$ cat config.mk
export PLATFORM = sky130hd
export DESIGN_NAME = dmem_arbiter_flat
export DESIGN_NICKNAME = d
export VERILOG_FILES = /design/src/rtl/dmem_pkg.sv /design/src/rtl/dmem_arbiter_if.sv /design/src/rtl/rr_arbiter2.sv /design/src/rtl/dmem_arbiter.sv /design/src/flat_wrapper.sv
export SDC_FILE = /design/constraint.sdc
export NUM_CORES = 1
export LEC_CHECK = 0
export BUFFER_PORTS_ARGS = -buffer_cell sky130_fd_sc_hd__buf_2
export CAP_MARGIN = 25
export CORE_ASPECT_RATIO = 0.75
export CORE_UTILIZATION = 40
export DETAILED_ROUTE_END_ITERATION = 8
export GPL_TIMING_DRIVEN = 0
export MAX_ROUTING_LAYER = met4
export PLACE_DENSITY = 0.67
export SYNTH_ARGS = -nofsm -noshare
export SYNTH_HDL_FRONTEND = slang
export SYNTH_SLANG_ARGS = --single-unit
$ cat constraint.sdc
create_clock -name clk -period 2.2 [get_ports clk]
set_input_delay 0.11 -clock clk [delete_from_list [all_inputs] [get_ports clk]]
set_output_delay 0.11 -clock clk [all_outputs]
set_load 0.01 [all_outputs]
$ cat src/rtl/dmem_pkg.sv
// Shared sizes and types for the two-requester data-memory arbiter.
// Pure declarations: no latency, no flow control.
package dmem_pkg;
  localparam int AW = 8;
  localparam int DW = 16;

  typedef enum logic [1:0] {
    IDLE  = 2'd0,
    ISSUE = 2'd1,
    RDATA = 2'd2
  } state_t;

  typedef logic rid_t;
endpackage

$ cat src/rtl/dmem_arbiter_if.sv
// Bundle of both requester ports, the memory port and busy.
// master = requesters plus memory, slave = arbiter; gnt is the only backpressure.
interface dmem_arbiter_if;
  import dmem_pkg::*;

  logic          r0_req;
  logic          r0_we;
  logic [AW-1:0] r0_addr;
  logic [DW-1:0] r0_wdata;
  logic          r0_gnt;
  logic          r0_rvalid;
  logic [DW-1:0] r0_rdata;

  logic          r1_req;
  logic          r1_we;
  logic [AW-1:0] r1_addr;
  logic [DW-1:0] r1_wdata;
  logic          r1_gnt;
  logic          r1_rvalid;
  logic [DW-1:0] r1_rdata;

  logic [AW-1:0] mem_addr;
  logic [DW-1:0] mem_wdata;
  logic          mem_we;
  logic          mem_re;
  logic [DW-1:0] mem_rdata;
  logic          busy;

  modport master (
    output r0_req, r0_we, r0_addr, r0_wdata,
    input  r0_gnt, r0_rvalid, r0_rdata,
    output r1_req, r1_we, r1_addr, r1_wdata,
    input  r1_gnt, r1_rvalid, r1_rdata,
    input  mem_addr, mem_wdata, mem_we, mem_re,
    output mem_rdata,
    input  busy
  );

  modport slave (
    input  r0_req, r0_we, r0_addr, r0_wdata,
    output r0_gnt, r0_rvalid, r0_rdata,
    input  r1_req, r1_we, r1_addr, r1_wdata,
    output r1_gnt, r1_rvalid, r1_rdata,
    output mem_addr, mem_wdata, mem_we, mem_re,
    input  mem_rdata,
    output busy
  );
endinterface

$ cat src/rtl/rr_arbiter2.sv
// Two-way round-robin pick; i_ptr names the requester favoured on a tie.
// Combinational, zero latency; a lone request always wins.
module rr_arbiter2
  import dmem_pkg::*;
(
  input  logic [1:0] i_req,
  input  rid_t       i_ptr,
  output logic [1:0] o_gnt
);

  always_comb begin
    o_gnt = i_req;
    if (&i_req) o_gnt = i_ptr ? 2'b10 : 2'b01;
  end

endmodule

$ cat src/rtl/dmem_arbiter.sv
// Shares one single-port data memory between two requesters, one access at a time.
// gnt one cycle after the request is seen in IDLE; read data two cycles after gnt; busy stalls all requesters.
module dmem_arbiter
  import dmem_pkg::*;
(
  input logic           clk,
  input logic           rst,
  dmem_arbiter_if.slave bus
);

  state_t        r_state;
  state_t        w_next_state;
  rid_t          r_ptr;
  rid_t          r_owner;
  logic          r_we;
  logic [AW-1:0] r_addr;
  logic [DW-1:0] r_wdata;
  logic [1:0]    r_rvalid;
  logic [DW-1:0] r_rdata [2];

  logic [1:0]    w_req;
  logic [1:0]    w_pick;
  rid_t          w_win;
  logic          w_take;
  logic [1:0]    w_gnt;
  logic          w_mem_we;
  logic          w_mem_re;
  logic [DW-1:0] w_mem_wdata;

  assign w_req = {bus.r1_req, bus.r0_req};
  assign w_win = w_pick[1];

  rr_arbiter2 u_rr (
    .i_req (w_req),
    .i_ptr (r_ptr),
    .o_gnt (w_pick)
  );

  always_ff @(posedge clk) begin
    if (rst) r_state <= IDLE;
    else     r_state <= w_next_state;
  end

  always_comb begin
    w_next_state = r_state;
    w_take       = 1'b0;
    w_gnt        = 2'b00;
    w_mem_we     = 1'b0;
    w_mem_re     = 1'b0;
    w_mem_wdata  = '0;
    case (r_state)
      IDLE: begin
        if (|w_req) begin
          w_take       = 1'b1;
          w_next_state = ISSUE;
        end
      end
      ISSUE: begin
        w_gnt[r_owner] = 1'b1;
        w_mem_we       = r_we;
        w_mem_re       = !r_we;
        w_mem_wdata    = r_we ? r_wdata : '0;
        w_next_state   = r_we ? IDLE : RDATA;
      end
      RDATA:   w_next_state = IDLE;
      default: w_next_state = IDLE;
    endcase
  end

  // Latched request survives a dropped req; the pointer then favours the loser.
  always_ff @(posedge clk) begin
    if (rst) begin
      r_ptr      <= 1'b0;
      r_owner    <= 1'b0;
      r_we       <= 1'b0;
      r_addr     <= '0;
      r_wdata    <= '0;
      r_rvalid   <= 2'b00;
      r_rdata[0] <= '0;
      r_rdata[1] <= '0;
    end else begin
      r_rvalid <= 2'b00;
      if (w_take) begin
        r_owner <= w_win;
        r_ptr   <= ~w_win;
        r_we    <= w_win ? bus.r1_we    : bus.r0_we;
        r_addr  <= w_win ? bus.r1_addr  : bus.r0_addr;
        r_wdata <= w_win ? bus.r1_wdata : bus.r0_wdata;
      end
      if (r_state == RDATA) begin
        r_rvalid[r_owner] <= 1'b1;
        r_rdata[r_owner]  <= bus.mem_rdata;
      end
    end
  end

  assign bus.r0_gnt    = w_gnt[0];
  assign bus.r1_gnt    = w_gnt[1];
  assign bus.r0_rvalid = r_rvalid[0];
  assign bus.r1_rvalid = r_rvalid[1];
  assign bus.r0_rdata  = r_rdata[0];
  assign bus.r1_rdata  = r_rdata[1];
  assign bus.mem_addr  = r_addr;
  assign bus.mem_wdata = w_mem_wdata;
  assign bus.mem_we    = w_mem_we;
  assign bus.mem_re    = w_mem_re;
  assign bus.busy      = (r_state != IDLE);

endmodule
$ cat src/flat_wrapper.sv
// flat-port wrapper written by rule: the top's interface ports become plain ports
module dmem_arbiter_flat import dmem_pkg::*;
  (clk, rst, bus_r0_req, bus_r0_we, bus_r0_addr, bus_r0_wdata, bus_r0_gnt, bus_r0_rvalid, bus_r0_rdata, bus_r1_req, bus_r1_we, bus_r1_addr, bus_r1_wdata, bus_r1_gnt, bus_r1_rvalid, bus_r1_rdata, bus_mem_addr, bus_mem_wdata, bus_mem_we, bus_mem_re, bus_mem_rdata, bus_busy);
  dmem_arbiter_if bus_i ();
  input logic clk;
  input logic rst;
  input wire logic [$bits(bus_i.r0_req)-1:0] bus_r0_req;
  input wire logic [$bits(bus_i.r0_we)-1:0] bus_r0_we;
  input wire logic [$bits(bus_i.r0_addr)-1:0] bus_r0_addr;
  input wire logic [$bits(bus_i.r0_wdata)-1:0] bus_r0_wdata;
  output wire logic [$bits(bus_i.r0_gnt)-1:0] bus_r0_gnt;
  output wire logic [$bits(bus_i.r0_rvalid)-1:0] bus_r0_rvalid;
  output wire logic [$bits(bus_i.r0_rdata)-1:0] bus_r0_rdata;
  input wire logic [$bits(bus_i.r1_req)-1:0] bus_r1_req;
  input wire logic [$bits(bus_i.r1_we)-1:0] bus_r1_we;
  input wire logic [$bits(bus_i.r1_addr)-1:0] bus_r1_addr;
  input wire logic [$bits(bus_i.r1_wdata)-1:0] bus_r1_wdata;
  output wire logic [$bits(bus_i.r1_gnt)-1:0] bus_r1_gnt;
  output wire logic [$bits(bus_i.r1_rvalid)-1:0] bus_r1_rvalid;
  output wire logic [$bits(bus_i.r1_rdata)-1:0] bus_r1_rdata;
  output wire logic [$bits(bus_i.mem_addr)-1:0] bus_mem_addr;
  output wire logic [$bits(bus_i.mem_wdata)-1:0] bus_mem_wdata;
  output wire logic [$bits(bus_i.mem_we)-1:0] bus_mem_we;
  output wire logic [$bits(bus_i.mem_re)-1:0] bus_mem_re;
  input wire logic [$bits(bus_i.mem_rdata)-1:0] bus_mem_rdata;
  output wire logic [$bits(bus_i.busy)-1:0] bus_busy;
  assign bus_i.r0_req = bus_r0_req;
  assign bus_i.r0_we = bus_r0_we;
  assign bus_i.r0_addr = bus_r0_addr;
  assign bus_i.r0_wdata = bus_r0_wdata;
  assign bus_r0_gnt = bus_i.r0_gnt;
  assign bus_r0_rvalid = bus_i.r0_rvalid;
  assign bus_r0_rdata = bus_i.r0_rdata;
  assign bus_i.r1_req = bus_r1_req;
  assign bus_i.r1_we = bus_r1_we;
  assign bus_i.r1_addr = bus_r1_addr;
  assign bus_i.r1_wdata = bus_r1_wdata;
  assign bus_r1_gnt = bus_i.r1_gnt;
  assign bus_r1_rvalid = bus_i.r1_rvalid;
  assign bus_r1_rdata = bus_i.r1_rdata;
  assign bus_mem_addr = bus_i.mem_addr;
  assign bus_mem_wdata = bus_i.mem_wdata;
  assign bus_mem_we = bus_i.mem_we;
  assign bus_mem_re = bus_i.mem_re;
  assign bus_i.mem_rdata = bus_mem_rdata;
  assign bus_busy = bus_i.busy;
  dmem_arbiter u_core (.clk(clk), .rst(rst), .bus(bus_i));
endmodule
# ---- Word level (Yosys, flattened, before mapping)
# Memory sizes are Yosys's and may differ from the RTL's.
# Cells that the tools add are included.
dict set report word_totals {
  register_bits 31
  mem_bits_rw 32
  n_memories 1
}
dict set report op_classes {
  magnitude_cmp 2
  n_eq_ne 3
  n_mux 25
  n_bitwise 2
  reduce_logical 8
}
# name depth width read_ports rd_ports_with_merged_regs wr line
set mem_list {}
lappend mem_list {u_core.r_rdata 2 16 2 0 2 dmem_arbiter.sv:19} ;# logic [DW-1:0] r_rdata [2];
# operator n
set op_table {}
lappend op_table {{16-bit 2-to-1 mux} 4}
lappend op_table {{16-bit OR reduction} 1}
lappend op_table {{1-bit 2-to-1 mux} 13}
lappend op_table {{2-bit 2-to-1 mux} 5}
lappend op_table {{8-bit 2-to-1 mux} 1}
lappend op_table {{2-bit case mux with 2 select lines} 1}
lappend op_table {{2-bit OR reduction} 2}
lappend op_table {{2-bit by 1-bit == test with 1-bit output, second input constant} 1}
lappend op_table {{2-bit == test, second input constant} 1}
lappend op_table {{2-bit logical NOT} 1}
lappend op_table {{1-bit by 2-bit less-than comparator with 1-bit output, second input constant} 1}
lappend op_table {{2-bit by 1-bit != test with 1-bit output, second input constant} 1}
lappend op_table {{1-bit inverter} 2}
lappend op_table {{2-bit AND reduction} 1}
lappend op_table {{2-bit nonzero test} 1}
lappend op_table {{1-bit demux with 1-bit select} 1}
lappend op_table {{1-bit greater-or-equal comparator, second input constant} 1}
lappend op_table {{1-bit logical AND} 1}
lappend op_table {{1-bit logical NOT} 1}

# ---- Depth between registers and ports, before layout
dict set report logic_depth {
  word_depth 6
  ltp_mapped 5
  depth_no_buf 3
}

# ---- Modules after synthesis
# A second synthesis with hierarchy kept.
dict set report unflattened {
  hier_cells 230
  area_unflattened_um2 2831.5
}
# module n_inst cells_per_inst area_each_um2
set by_module_without_submodules {}
lappend by_module_without_submodules {dmem_arbiter 1 227 2812.7}
lappend by_module_without_submodules {rr_arbiter2 1 3 18.8}

# ---- Worst setup path after synthesis
# No wires, ideal clock.
dict set report synth_timing {
  path_kind {reg2reg}
  start {register u_core.r_owner}
  end {memory u_core.r_rdata[1][0], enable pin}
  setup_ps 334
  arrival_ps 1176
  t_required_ps 1866
  path_slack_ps 691
  path_stages_with_launch 4
  path_buffers 0
  synth_period_minus_slack_ps 1509
  path_cell_list {dfxtp_1 > inv_1 > nor4b_4 > or2_2}
}
# element line
set synth_lines {}
lappend synth_lines {{start: declaration} dmem_arbiter.sv:14} ;# rid_t r_owner;
lappend synth_lines {{start signal: assignment} dmem_arbiter.sv:84} ;# r_owner <= w_win;
lappend synth_lines {{end: declaration} dmem_arbiter.sv:19}

# ---- Worst setup path in the final report
dict set report layout_timing {
  start {register u_core.r_state[0]}
  end {output port bus_mem_wdata[6]}
}
dict set report layout_via {
  elab_chain_len 2
}
# element line
set layout_lines {}
lappend layout_lines {{start: declaration} dmem_arbiter.sv:11} ;# state_t r_state;
lappend layout_lines {{start signal: assignment} dmem_arbiter.sv:41} ;# else r_state <= w_next_state;
lappend layout_lines {{2-bit by 1-bit == test with 1-bit output} dmem_arbiter.sv:51} ;# case (r_state)
lappend layout_lines {{16-bit 2-to-1 mux} dmem_arbiter.sv:51}
lappend layout_lines {{end: declaration} flat_wrapper.sv:22} ;# output wire logic [$bits(bus_i.mem_wdata)-1:0] bus_mem_wdata;
# Every way passes these cells.

==> flow_summary.toml <==
[clock_network]
clock_path_buffers = 2
hold_buffers = 0
cts_tree = "yes"
ctsHtreeMaxLevel = 3
cts_setup_buffers = 0
clk_latency_ns = 0.33
cts_root_buf = "clkbuf_8"
numCtsBuffers = 9
clkSlewWorstSetupHoldPaths_ns = 0.07
cts_num_sinks = 63
cts.repair.resized = 0

[yosys]
synthSimpleGateAreaFrac_pct = 25.7
synth_xor_area_share_pct = 0
async_flop_share_pct = 0
synth_warnings = 0
synth_cell_types = 26
synth-edff-count = 32
syn-cell-area_sq_um = 2770
synth_mux_area_share_pct = 0
syn_nets = 325
ys.flop_type = "edfxtp_1"
ys_seq_elements = 63
avgSynthCellArea_sq_um = 10.9
seq_area_frac_synth_pct = 57.1
synthCells = 255
synth_fa_ha_area_share_pct = 0
synth_top_family_by_area = "simple AND/OR/NAND/NOR gates"
synth_compound_area_share_pct = 12.1

[timing]
max_slew_margin_pct = 63.2
maxSlewViolCount = 0
min_period_over_period_pct = 88.6
finalSetupTns_ns = 0
period_needed_ns = 1.95
hold_viol_final = 0
fmax_mhz = 513
rsz0062_at_grt = "no"
fin_skew_ns = 0.00657
worstMarginPinSlew_ns = 0.550
setup_viol = 0
fin_hold_ws_ns = 0.0460

[power_and_ir_drop]
leakagePower_nw = 1.65
p_switching_mw = 0.726
internal_power_mw = 2.12
power_frac_clock_pct = 37.9
vdd_drop_max_mv = 0.349
p_per_area_nw_per_um2 = 762
combPwrFrac_pct = 14.6
p_seq_share_pct = 47.4
report.power.total_mw = 2.85
switching_share_pct = 25.5

[run_status]
status = "complete, but fails checks"
violations = "design-rule violations"

[drt]
wirelength_um = 7510
dr.pass1.iters = 6
via_per_inst = 5.14
via_count = 2481
route.detailed.drc = 9
wire_per_inst_um = 15.6
ant_nets = 0
drtIter0Drc = 84

[worst_setup_path]
arrival_ns = 1.84
r2r-start = "u_core.r_owner"
ff2ff_path_depth = 3
regToRegSetupSlack_ns = 0.41
required_ns = 2.09
path_class = "reg2out"
startpoint_type = "flop"
crit_fanout = 10
timing.rr.end = "u_core.r_rdata[1][14]"
worstSetupEndpointType = "output port"

[finish]
final_cell_mix = "buf_2, nand3_1, and2_1"
drive_gt1_share_pct = 44.0
layout.nets = 467
nFillCells = 587
syn2layout_area_growth_pct = 35.0
final_common_cell = "buf_2"
n_antenna_cell = 0

[min_path]
worstHoldEndpoint = "u_core.r_wdata[7]"
hp-start = "bus_r0_wdata[7]"
whs_path_depth = 3
hold_path.class = "in2reg"

[placement]
place.gp.congestion = 0.802
hpwlAfterDp_um = 5450
io_buffer_count = 131

[global_routing]
grtUsageTotal_pct = 22.1
first_global_vias = 2407
grt_overflow_total = 0
grt_max_degree = 17
grt_pass1_wl_um = 11800
grt_antenna_before_repair = 0

[floorplan]
core_area_sq_um = 6510
dieArea_sq_um = 7260
initial_core_util_pct = 42.6
die_h_um = 74.1
ioPinCount = 133
rows = 25
die-width_um = 98.1

[run]
cap_violations = 0
-- cells in the mapped netlist (2+ instances only) --
library cell	n	area, sq um
nand3_1	50	250
and2_1	48	300
edfxtp_1	32	961
dfxtp_1	31	621
a31oi_1	25	156
o21ai_1	15	75.1
o21ai_2	10	87.6
clkbuf_1	8	30.0
nor2_1	6	22.5
buf_2	5	25.0
buf_4	4	30.0
buf_6	2	22.5
inv_1	2	7.51
nor3_1	2	10.0
nor3b_4	2	37.5
nor4b_4	2	47.6
or2_2	2	12.5
-- area by class of cell --
class                      count  area [sq um]  share of cell area [%]
multi-input combinational    169          1050                    28.0
buffer                        21           133                    3.55
inverter                       2          7.51                   0.201
clock inverter                 6          85.1                    2.28
tap                           81           101                    2.71
timing repair buffer         131           656                    17.5
sequential                    63          1580                    42.3
clock buffer                  10           128                    3.41
-- how the worst max path moves through the flow --
stage / from / to / slack [ns] / cells past startpoint
after floorplan: u_core.r_owner / u_core.r_rdata[1][0] / 0.69 / 3
after global placement: u_core.r_owner / u_core.r_rdata[1][12] / 0.39 / 3
after detailed placement: u_core.r_owner / u_core.r_rdata[1][10] / 0.39 / 3
after CTS: u_core.r_state[0] / bus_mem_wdata[13] / 0.20 / 5
after global routing: u_core.r_state[0] / bus_mem_wdata[13] / 0.09 / 5
final: u_core.r_state[0] / bus_mem_wdata[6] / 0.25 / 5
-- kinds of logic after synthesis --
family / after synthesis
simple gates: 117
buf+inv: 23
compound gates: 52
flops: 63
-- state kept, by name, indices dropped and copies added (netlist names) --
name / flops
u_core.bus.mem_addr: 8
u_core.r_owner: 1
u_core.r_ptr: 1
u_core.r_rvalid: 2
u_core.r_we: 1
u_core.r_state: 2
u_core.r_wdata: 16
u_core.r_rdata: 32
-- critical path, stage by stage (launching register included) --
cell,delay (ns)
dfxtp_1,0.60
nand2b_2,0.17
nor2_2,0.27
buf_4,0.22
and2_1,0.12
buf_2,0.13
-- routing by layer --
| metal | global-route usage (%) | wire length [um] | vias to the layer above |
|---|---|---|---|
| li1 | - | - | 1213 |
| met5 | - | 0 | - |
| met1 | 26.6 | 3410 | 1178 |
| met4 | 8.42 | 57 | 0 |
| met3 | 4.61 | 413 | 4 |
| met2 | 37.2 | 3630 | 86 |
-- stage by stage --
stage                     util [%]  cells  setup WS [ns]  area (sq um)
after floorplan                  -    255          0.691          2770
after global placement        54.2    467          0.388          3530
after detailed placement      54.2    467          0.385          3530
after CTS                     57.5    483          0.198          3740
after global routing          57.5    483         0.0895          3740
final                         57.5    483          0.251          3740
-- power by group through the flow --
stage | logic (mW) | clock network [mW] | registers [mW]
after floorplan | 0.221 | 0 | 1.39
after global placement | 0.409 | 0 | 1.37
after detailed placement | 0.416 | 0 | 1.38
after CTS | 0.418 | 1.11 | 1.35
after global routing | 0.458 | 1.15 | 1.36
final | 0.416 | 1.08 | 1.35
Power figures use the tool's default switching activity.
